<file path="src/rtl/fabric_config_pkg.sv">
// Shared types and constants for the fabric frame loader: FSM state encoding,
// the stream sync word and the bit positions of the header/address fields.
package fabric_config_pkg;

  typedef enum logic [2:0] {
    ST_IDLE,
    ST_HEADER,
    ST_ADDR,
    ST_DATA,
    ST_STROBE,
    ST_CHECK,
    ST_DONE,
    ST_ERROR
  } state_e;

  localparam logic [31:0] SYNC_WORD = 32'hFAB0_FAB1;

  localparam int COL_MSB = 15;
  localparam int COL_LSB = 8;
  localparam int FRM_MSB = 7;
  localparam int FRM_LSB = 0;
  localparam int CNT_MSB = 15;
  localparam int CNT_LSB = 0;

endpackage

</file>
<file path="src/rtl/fabric_config_packer.sv">
// Packs DATA_W-bit bitstream beats MSB-first into 32-bit words. The completed
// word is presented combinationally in the cycle its final beat is accepted.
module fabric_config_packer #(
  parameter int DATA_W = 32
) (
  input  logic              clk_i,
  input  logic              rst_ni,
  input  logic [DATA_W-1:0] beat_i,
  input  logic              beat_valid_i,
  input  logic              beat_ready_i,
  output logic [31:0]       word_o,
  output logic              word_valid_o
);

  localparam int BEATS = 32 / DATA_W;

  logic accept;
  assign accept = beat_valid_i & beat_ready_i;

  generate
    if (BEATS == 1) begin : g_pass
      logic unused_clk_rst;
      assign unused_clk_rst = clk_i ^ rst_ni;
      assign word_o         = beat_i;
      assign word_valid_o   = accept;
    end else begin : g_pack
      localparam int            CW   = $clog2(BEATS);
      localparam logic [CW-1:0] LAST = CW'(BEATS - 1);

      logic [31-DATA_W:0] part_q;
      logic [CW-1:0]      cnt_q;
      logic [31:0]        joined;

      // Earlier beats already sit in the upper bits; the new beat fills the bottom.
      assign joined       = {part_q, beat_i};
      assign word_o       = joined;
      assign word_valid_o = accept && (cnt_q == LAST);

      always_ff @(posedge clk_i or negedge rst_ni) begin
        if (!rst_ni) begin
          part_q <= '0;
          cnt_q  <= '0;
        end else if (accept) begin
          part_q <= joined[31-DATA_W:0];
          cnt_q  <= (cnt_q == LAST) ? '0 : cnt_q + 1'b1;
        end
      end
    end
  endgenerate

endmodule

</file>
<file path="src/rtl/fabric_frame_loader.sv">
// Parses a framed configuration bitstream, shifts frame data out to the fabric,
// pulses a one-hot frame strobe per record and verifies a trailing checksum.
module fabric_frame_loader
  import fabric_config_pkg::*;
#(
  parameter int FrameBitsPerRow = 32,
  parameter int MaxFramesPerCol = 20,
  parameter int NumColumns      = 9,
  parameter int NumRows         = 14,
  parameter int DATA_W          = 32
) (
  input  logic                                clk_i,
  input  logic                                rst_ni,
  input  logic [DATA_W-1:0]                   bitstream_data_i,
  input  logic                                bitstream_valid_i,
  output logic                                bitstream_ready_o,
  output logic                                busy_o,
  output logic                                configured_o,
  output logic                                error_o,
  output logic [FrameBitsPerRow*NumRows-1:0]  FrameData_o,
  output logic [MaxFramesPerCol*NumColumns-1:0] FrameStrobe_o
);

  localparam int              W      = NumRows * FrameBitsPerRow / 32;
  localparam int              FW     = FrameBitsPerRow * NumRows;
  localparam int              NS     = MaxFramesPerCol * NumColumns;
  localparam logic [15:0]     W_LAST = 16'(W - 1);
  localparam logic [31:0]     NCOL   = 32'(NumColumns);
  localparam logic [31:0]     NFRM   = 32'(MaxFramesPerCol);
  localparam logic [NS-1:0]   ONE    = NS'(1);

  state_e          state_q, state_d;
  logic [15:0]     rec_q, rec_d;
  logic [15:0]     wcnt_q, wcnt_d;
  logic [7:0]      col_q, col_d;
  logic [7:0]      frm_q, frm_d;
  logic [31:0]     sum_q, sum_d;
  logic [31:0]     trl_q, trl_d;
  logic            trl_got_q, trl_got_d;
  logic [FW-1:0]   data_q, data_d;
  logic [NS-1:0]   strobe_q, strobe_d;
  logic            ready_q, ready_d;
  logic            busy_q, busy_d;
  logic            cfg_q, cfg_d;
  logic            err_q, err_d;

  logic [31:0]     word;
  logic            word_valid;
  logic [FW+31:0]  data_shift;
  logic [31:0]     col_w, frm_w;
  logic [31:0]     strobe_idx;

  fabric_config_packer #(
    .DATA_W(DATA_W)
  ) u_packer (
    .clk_i       (clk_i),
    .rst_ni      (rst_ni),
    .beat_i      (bitstream_data_i),
    .beat_valid_i(bitstream_valid_i),
    .beat_ready_i(ready_q),
    .word_o      (word),
    .word_valid_o(word_valid)
  );

  assign data_shift = {data_q, word};
  assign col_w      = {24'b0, word[COL_MSB:COL_LSB]};
  assign frm_w      = {24'b0, word[FRM_MSB:FRM_LSB]};
  assign strobe_idx = 32'(col_q) * NFRM + 32'(frm_q);

  always_comb begin
    state_d   = state_q;
    rec_d     = rec_q;
    wcnt_d    = wcnt_q;
    col_d     = col_q;
    frm_d     = frm_q;
    sum_d     = sum_q;
    trl_d     = trl_q;
    trl_got_d = trl_got_q;
    data_d    = data_q;
    cfg_d     = cfg_q;
    err_d     = err_q;
    strobe_d  = '0;

    case (state_q)
      ST_IDLE, ST_DONE, ST_ERROR: begin
        if (word_valid && word == SYNC_WORD) begin
          state_d = ST_HEADER;
          sum_d   = '0;
          cfg_d   = 1'b0;
          err_d   = 1'b0;
        end
      end
      ST_HEADER: begin
        if (word_valid) begin
          sum_d     = sum_q + word;
          rec_d     = word[CNT_MSB:CNT_LSB];
          trl_got_d = 1'b0;
          state_d   = (word[CNT_MSB:CNT_LSB] != '0) ? ST_ADDR : ST_CHECK;
        end
      end
      ST_ADDR: begin
        if (word_valid) begin
          sum_d  = sum_q + word;
          col_d  = word[COL_MSB:COL_LSB];
          frm_d  = word[FRM_MSB:FRM_LSB];
          wcnt_d = '0;
          if (col_w >= NCOL || frm_w >= NFRM) begin
            state_d = ST_ERROR;
            err_d   = 1'b1;
          end else begin
            state_d = ST_DATA;
          end
        end
      end
      ST_DATA: begin
        if (word_valid) begin
          sum_d  = sum_q + word;
          data_d = data_shift[FW-1:0];
          if (wcnt_q == W_LAST) begin
            state_d  = ST_STROBE;
            rec_d    = rec_q - 1'b1;
            strobe_d = ONE << strobe_idx;
          end else begin
            wcnt_d = wcnt_q + 1'b1;
          end
        end
      end
      ST_STROBE: begin
        trl_got_d = 1'b0;
        state_d   = (rec_q != '0) ? ST_ADDR : ST_CHECK;
      end
      ST_CHECK: begin
        // First capture the trailer, then compare it in a cycle with input stalled.
        if (!trl_got_q) begin
          if (word_valid) begin
            trl_d     = word;
            trl_got_d = 1'b1;
          end
        end else if (trl_q == sum_q) begin
          state_d = ST_DONE;
          cfg_d   = 1'b1;
        end else begin
          state_d = ST_ERROR;
          err_d   = 1'b1;
        end
      end
      default: state_d = ST_IDLE;
    endcase

    ready_d = (state_d != ST_STROBE) && !(state_d == ST_CHECK && trl_got_d);
    busy_d  = (state_d == ST_HEADER) || (state_d == ST_ADDR) || (state_d == ST_DATA) ||
              (state_d == ST_STROBE) || (state_d == ST_CHECK);
  end

  always_ff @(posedge clk_i or negedge rst_ni) begin
    if (!rst_ni) begin
      state_q   <= ST_IDLE;
      rec_q     <= '0;
      wcnt_q    <= '0;
      col_q     <= '0;
      frm_q     <= '0;
      sum_q     <= '0;
      trl_q     <= '0;
      trl_got_q <= 1'b0;
      data_q    <= '0;
      strobe_q  <= '0;
      ready_q   <= 1'b0;
      busy_q    <= 1'b0;
      cfg_q     <= 1'b0;
      err_q     <= 1'b0;
    end else begin
      state_q   <= state_d;
      rec_q     <= rec_d;
      wcnt_q    <= wcnt_d;
      col_q     <= col_d;
      frm_q     <= frm_d;
      sum_q     <= sum_d;
      trl_q     <= trl_d;
      trl_got_q <= trl_got_d;
      data_q    <= data_d;
      strobe_q  <= strobe_d;
      ready_q   <= ready_d;
      busy_q    <= busy_d;
      cfg_q     <= cfg_d;
      err_q     <= err_d;
    end
  end

  assign bitstream_ready_o = ready_q;
  assign busy_o            = busy_q;
  assign configured_o      = cfg_q;
  assign error_o           = err_q;
  assign FrameData_o       = data_q;
  assign FrameStrobe_o     = strobe_q;

endmodule
</file>
<file path="config.mk">
export PLATFORM = sky130hd
export DESIGN_NAME = fabric_frame_loader
export DESIGN_NICKNAME = d
export VERILOG_FILES = /design/src/rtl/fabric_config_pkg.sv /design/src/rtl/fabric_config_packer.sv /design/src/rtl/fabric_frame_loader.sv
export SDC_FILE = /design/constraint.sdc
export NUM_CORES = 1
export LEC_CHECK = 0
export ABC_AREA = 1
export BUFFER_PORTS_ARGS = -buffer_cell sky130_fd_sc_hd__buf_2
export CAP_MARGIN = 20
export CORE_ASPECT_RATIO = 0.5
export CORE_MARGIN = 3
export CORE_UTILIZATION = 45
export DETAILED_ROUTE_END_ITERATION = 6
export PLACE_DENSITY = 0.73
export SLEW_MARGIN = 10
export SYNTH_ARGS = -nofsm -noshare
export SYNTH_HDL_FRONTEND = slang
export SYNTH_SLANG_ARGS = --single-unit
</file>
<file path="constraint.sdc">
create_clock -name clk_i -period 3 [get_ports clk_i]
set_clock_uncertainty 0.1 [all_clocks]
set_input_delay 0.6 -clock clk_i [delete_from_list [all_inputs] [get_ports clk_i]]
set_output_delay 0.6 -clock clk_i [all_outputs]
set_load 0.005 [all_outputs]
</file>
; ---- After elaboration in Yosys (flattened, before gate mapping)
; Cells that the tools add are included.
[word_totals]
out_inout_bits = 632
register_bits = 748
word_cells = 116
inputBits = 35
[op_classes]
mux = 38
n_bitwise = 2
n_lt_le_gt_ge = 2
n_addsub = 4
n_reduce_logical = 27
n_eq_ne = 27
mul = 1
shifts = 1
[ops]
columns = operator, count
row1 = 2-to-1 mux 180 bit, 3
row2 = "left shift 1 x 14 -> 180 bit, first input constant", 1
row3 = 2-to-1 mux 16 bit, 6
row4 = 2-to-1 mux 32 bit, 2
row5 = one-hot mux 16 bit (2 select lines), 2
row6 = one-hot mux 32 bit (2 select lines), 1
row7 = adder 32 bit, 1
row8 = equality test 32 bit, 1
row9 = "equality test 32 bit, second input constant", 1
row10 = nonzero test 16 bit, 2
row11 = 2-to-1 mux 3 bit, 9
row12 = "inequality test 2 bit, second input constant", 10
row13 = "equality test 3 bit, second input constant", 6
row14 = one-hot mux 3 bit (6 select lines), 1
row15 = "adder 16 x 1 -> 16 bit, second input constant", 1
row16 = "equality test 16 x 4 -> 1 bit, second input constant", 1
row17 = "subtractor 16 x 1 -> 16 bit, second input constant", 1
row18 = adder 13 x 8 -> 14 bit, 1
row19 = "equality test 3 x 2 -> 1 bit, second input constant", 4
row20 = AND reduction 4 bit, 3
row21 = "multiplier 8 x 3 -> 11 bit, second input constant", 1
row22 = 2-to-1 mux 1 bit, 11
row23 = "greater-or-equal comparator 8 x 4 -> 1 bit, second input constant", 1
row24 = "greater-or-equal comparator 8 x 5 -> 1 bit, second input constant", 1
row25 = 17 further kinds, 31

; ---- Logic depth before layout (Yosys ltp)
[logic_depth]
word_depth = 10
mapped_depth = 17
ltp_nobuf = 17

; ---- Modules after synthesis
; A second synthesis with hierarchy kept.
[hier_totals]
cells_unflattened = 2628
area_unflattened_um2 = 30827.1
[by_module_without_submodules]
columns = module, seq_area_each_um2, cells_per_inst, instances, area_each_um2
row1 = fabric_frame_loader, 18718.0, 2594, 1, 30579.3
row2 = fabric_config_packer, 0.0, 34, 1, 247.7

; ---- Worst setup path before layout
; Ideal clock, no wire load.
[synth_timing]
kind = reg-to-reg
start = reg col_q[1]
end = reg strobe_q[65] (netlist: FrameStrobe_o[65])
synth_period_minus_slack_ns = 3.175
path_stages_with_launch = 18
required_ns = 2.825
n_path_buf = 0
arrival_ns = 3.000
setup_time_ns = 0.075
path_slack_ns = -0.175
path_cell_list = dfrtp_1 > ha_1 > ha_1 > fa_1 > ha_1 > nand2_1 > inv_1 > nand2_1 > nand2_1 > a21oi_1 > nor2_1 > nand2_1 > nand2_1 > nand2_1 > nand4_1 > nor2_4 > nand4_1 > nor2_1
[synth_between]
elab_chain_len = 6
[synth_rtl]
columns = element, line
row1 = from (decl), fabric_frame_loader.sv:35  ; logic [7:0] col_q, col_d;
row2 = from (signal assigned), fabric_frame_loader.sv:175  ; col_q <= col_d;
row3 = multiplier 8 x 3 -> 11 bit, fabric_frame_loader.sv:68  ; assign strobe_idx = 32'(col_q) * NFRM + 32'(frm_q);
row4 = adder 13 x 8 -> 14 bit, fabric_frame_loader.sv:68
row5 = left shift 1 x 14 -> 180 bit, fabric_frame_loader.sv:122  ; strobe_d = ONE << strobe_idx;
row6 = 2-to-1 mux 180 bit, fabric_frame_loader.sv:119  ; if (wcnt_q == W_LAST) begin
row7 = 2-to-1 mux 180 bit, fabric_frame_loader.sv:116  ; if (word_valid) begin
row8 = 2-to-1 mux 180 bit, fabric_frame_loader.sv:84  ; case (state_q)
row9 = named net strobe_d[65], fabric_frame_loader.sv:41  ; logic [NS-1:0] strobe_q, strobe_d;
row10 = to (signal assigned), fabric_frame_loader.sv:181  ; strobe_q <= strobe_d;
row11 = to (decl), fabric_frame_loader.sv:41
; The timed path passes the listed nets, and every way through them passes these cells.
; A chain may end at the register's enable or synchronous reset.

; ---- Final worst setup path
[layout_timing]
start = reg col_q[1]
end = reg strobe_q[138] (netlist: FrameStrobe_o[138])
; The elaborated chain is that of the path after synthesis.

==> impl_metrics.toml <==
[cells_and_area]
utilization_pct = 57.6
fin_nets = 3425
synthToLayoutAreaGrowth_pct = 24.5
instances_no_fill = 4274
drive_above_1_share_pct = 39.2

[floorplanning]
core_area_mm2 = 0.0661
start_util_pct = 46.3
die_y_um = 190
fp.dieW_um = 375
rows = 66
io_pins = 667
dieArea_mm2 = 0.0713

[setup_path]
crit_fanout = 8
required_ns = 3.42
r2r_slack_ns = -0.31
crit_buf_inv = 1
crit_slowest_cell = "fa_2"
crit_chain = "ha_4, ha_4, fa_2, ha_4, nand2_2, inv_2, nand2_2, nand2_1, a21oi_2, nor2_1, nand2_1, nand2_1, nand2_2, nand4_1, nor2_4, nand4_1, nor2_1"
cp_top_family = "simple AND/OR/NAND/NOR gates"
cp-start-kind = "register"
critPathMaxStageDelay_ns = 0.58
crit_type = "register to register"
endpoint_kind = "register"
worstPathArrival_ns = 3.72

[synthesis]
synth_seq_cells = 748
synth-async-reset-ratio_pct = 100
netlist_instances = 2611
dominantRegCellSynth = "dfrtp_1"
synth-seq-area-share_pct = 61.2
synthTopCellsByArea = "dfrtp_1 61%, mux2_2 15%, nand2_1 3.7%"
synth_area_mm2 = 0.0306
synth_top_area_share_pct = 61.2
synth-edff-count = 0
yosysWarnings = 0
synth_nets = 2701
synth_top_area_cell = "dfrtp_1"
synth_area_per_cell_um2 = 11.7
ys_types = 46

[pwr]
p_comb_share_pct = 9.1
clkPwrFrac_pct = 41.6
seqPwrFrac_pct = 49.3
p_sw_share_pct = 25.4
power_mw = 21.6
max-vdd-ir-drop_mv = 0.363
p_leak_nw = 21.2
powerDensity_mw_per_mm2 = 568
p_int_mw = 16.1
p_switching_mw = 5.50

[global_routing]
track_usage_pct = 26.2
grt_pass1_wl_um = 144000
antenna_found_initial = 6
grt_max_degree = 100
grt-ovfl-total = 0
grt_pass1_vias = 23000

[sta]
setup_ws_ns = -0.307
hold_viol = 0
tns_ns = -38.67
tightest_slew_ns = 0.925
setup_viol = 180
holdWs_ns = 0.198
slew_violations = 0
fin_crit_sh_pct = 110
max_slew_margin_pct = 38.3
rsz0062_at_grt = "true"
clock.fmax_mhz = 302
final.min_clock_period_ns = 3.31

[route]
routed_wire_length_per_instance_um = 22.3
dr.pass1.iters = 5
drt-total-wl_um = 95400
remaining_drc_errors = 0
ant_nets = 0
viasPerCell = 5.38
vias = 23000
drt-initial-drc-count = 1632

[clock_tree]
cts_tree = "done"
clkTransAtPathRegs_ns = 0.07
clock_path_buffers = 3
cts_made_buffers = 67
htree_num_levels = 3
clkLatencyLatePin_ns = 0.61
clockRootBuffer = "clkbuf_16"
cts_sinks = 748

[worst_hold_path]
hold_path_class = "input pin to register"

[run]
maxCapViolCount = 0

[placement]
io_buffers = 666
dp.cells = 4142
place_hpwl_um = 71800
place_congestion = 0.942

[status]
violations = "negative setup slack"
status = "finished with violations"
area by class of cell:
class | instances | area [um2]
flip-flops and latches | 748 | 18700
repair buffers | 764 | 4460
inverters | 161 | 604
fillers | 5497 | 28000
multi-input cells | 1593 | 10900
clock buffers | 96 | 2000
clock inverters | 23 | 307
well taps | 884 | 1110
diodes | 5 | 12.5
what timing repair did:
item                       in CTS  in global routing
buffers inserted                7                  0
pin swaps                      16                 25
hold buffers                    1                  0
gates resized for setup         1                  6
hold endpoints to repair       30                  0
setup endpoints to repair     180                180
Yosys cell counts, types with 5 or more instances:
cell / number
xnor2_1: 20
clkbuf_1: 47
ha_1: 52
xor2_1: 28
o21ai_0: 147
nor2_4: 9
a21o_1: 7
inv_1: 153
nand2_1: 299
or2_2: 5
o21bai_1: 5
nor3_1: 41
buf_2: 59
nand3_1: 61
nand4_1: 85
mux2_2: 414
dfrtp_1: 748
o22ai_1: 19
nor2_1: 281
nor4_1: 5
a21oi_1: 79
power groups by stage:
stage	Combinational, mW	Clock (mW)	Sequential [mW]
after floorplan	1.17	0	10.8
after global placement	1.93	0	10.8
after detailed placement	1.97	0	10.8
after CTS	1.98	9.11	10.7
after global routing	2.28	9.52	10.7
final	1.97	9.00	10.7
sequential cells by signal, indices dropped and copies added, names as in the netlist:
| signal | cells |
|---|---|
| FrameData_o | 448 |
| FrameStrobe_o | 180 |
| bitstream_ready_o | 1 |
| busy_o | 1 |
| col_q | 8 |
| configured_o | 1 |
| error_o | 1 |
| frm_q | 8 |
| rec_q | 16 |
| state_q | 3 |
| sum_q | 32 |
| trl_got_q | 1 |
| trl_q | 32 |
| wcnt_q | 16 |
worst paths after layout:
| kind | cells past startpoint | startpoint | end |
|---|---|---|---|
| hold / removal | 3 | bitstream_data_i[27] | trl_q[27] |
| setup / recovery | 17 | col_q[1] | FrameStrobe_o[138] |
| max in group asynchronous | 4 | rst_ni | FrameStrobe_o[128] |
| min in group asynchronous | 2 | rst_ni | FrameData_o[110] |
| hold reg to reg | 2 | wcnt_q[14] | wcnt_q[14] |
| setup reg to reg | 17 | col_q[1] | FrameStrobe_o[138] |
layer usage:
metal / part of all wire [%] / routed length, um / global-route usage (%) / vias to the layer above
li1: - / - / - / 10300
met1: 41 / 39400 / 34.4 / 11600
met2: 48 / 45900 / 43.0 / 828
met3: 5.8 / 5560 / 4.96 / 240
met4: 4.8 / 4540 / 11.5 / 0
met5: 0 / 0 / 0 / -
worst min-delay path, delay by kind of cell:
kind            cells  cell delay [ns]
buf+inv             2             0.18
compound gates      1             0.07
kinds of logic (layout without fill, tap and decap cells):
group                      Yosys count  count (layout)  share of synthesized area, %
adders and majority gates           55              55                          2.32
buffers and inverters              270            1044                          3.58
other                                0               5                             0
and+or+nand+nor                    795             795                          11.3
AOI/OAI and AO/OA                  281             281                          4.97
DFF                                748             748                          61.2
xor gates and xnor gates            48              48                          1.38
muxes                              414             414                          15.2
placed cells by master (no fill, tap or decap), types with 6 or more instances in the layout:
| cell type | count |
|---|---|
| dfrtp_1 | 748 |
| buf_2 | 665 |
| mux2_2 | 414 |
| nand2_1 | 294 |
| nor2_1 | 279 |
| inv_1 | 151 |
| o21ai_0 | 147 |
| nand4_1 | 85 |
| a21oi_1 | 77 |
| clkbuf_16 | 67 |
| buf_4 | 67 |
| nand3_1 | 60 |
| ha_1 | 49 |
| nor3_1 | 41 |
| buf_12 | 30 |
| xor2_1 | 26 |
| clkbuf_8 | 21 |
| xnor2_1 | 20 |
| o22ai_1 | 19 |
| nor2_4 | 9 |
| clkinv_2 | 9 |
| clkbuf_1 | 8 |
| a21o_1 | 7 |
| inv_2 | 6 |
metrics by stage:
stage | area (um2) | setup WS, ns
2_1_floorplan | 30600 | -0.0187
3_3_place_gp | 35600 | -0.241
3_5_place_dp | 35600 | -0.317
4_1_cts | 38000 | -0.296
5_1_grt | 38000 | -0.523
6_report | 38100 | -0.307
No activity file was read; power rests on OpenSTA's default activity.
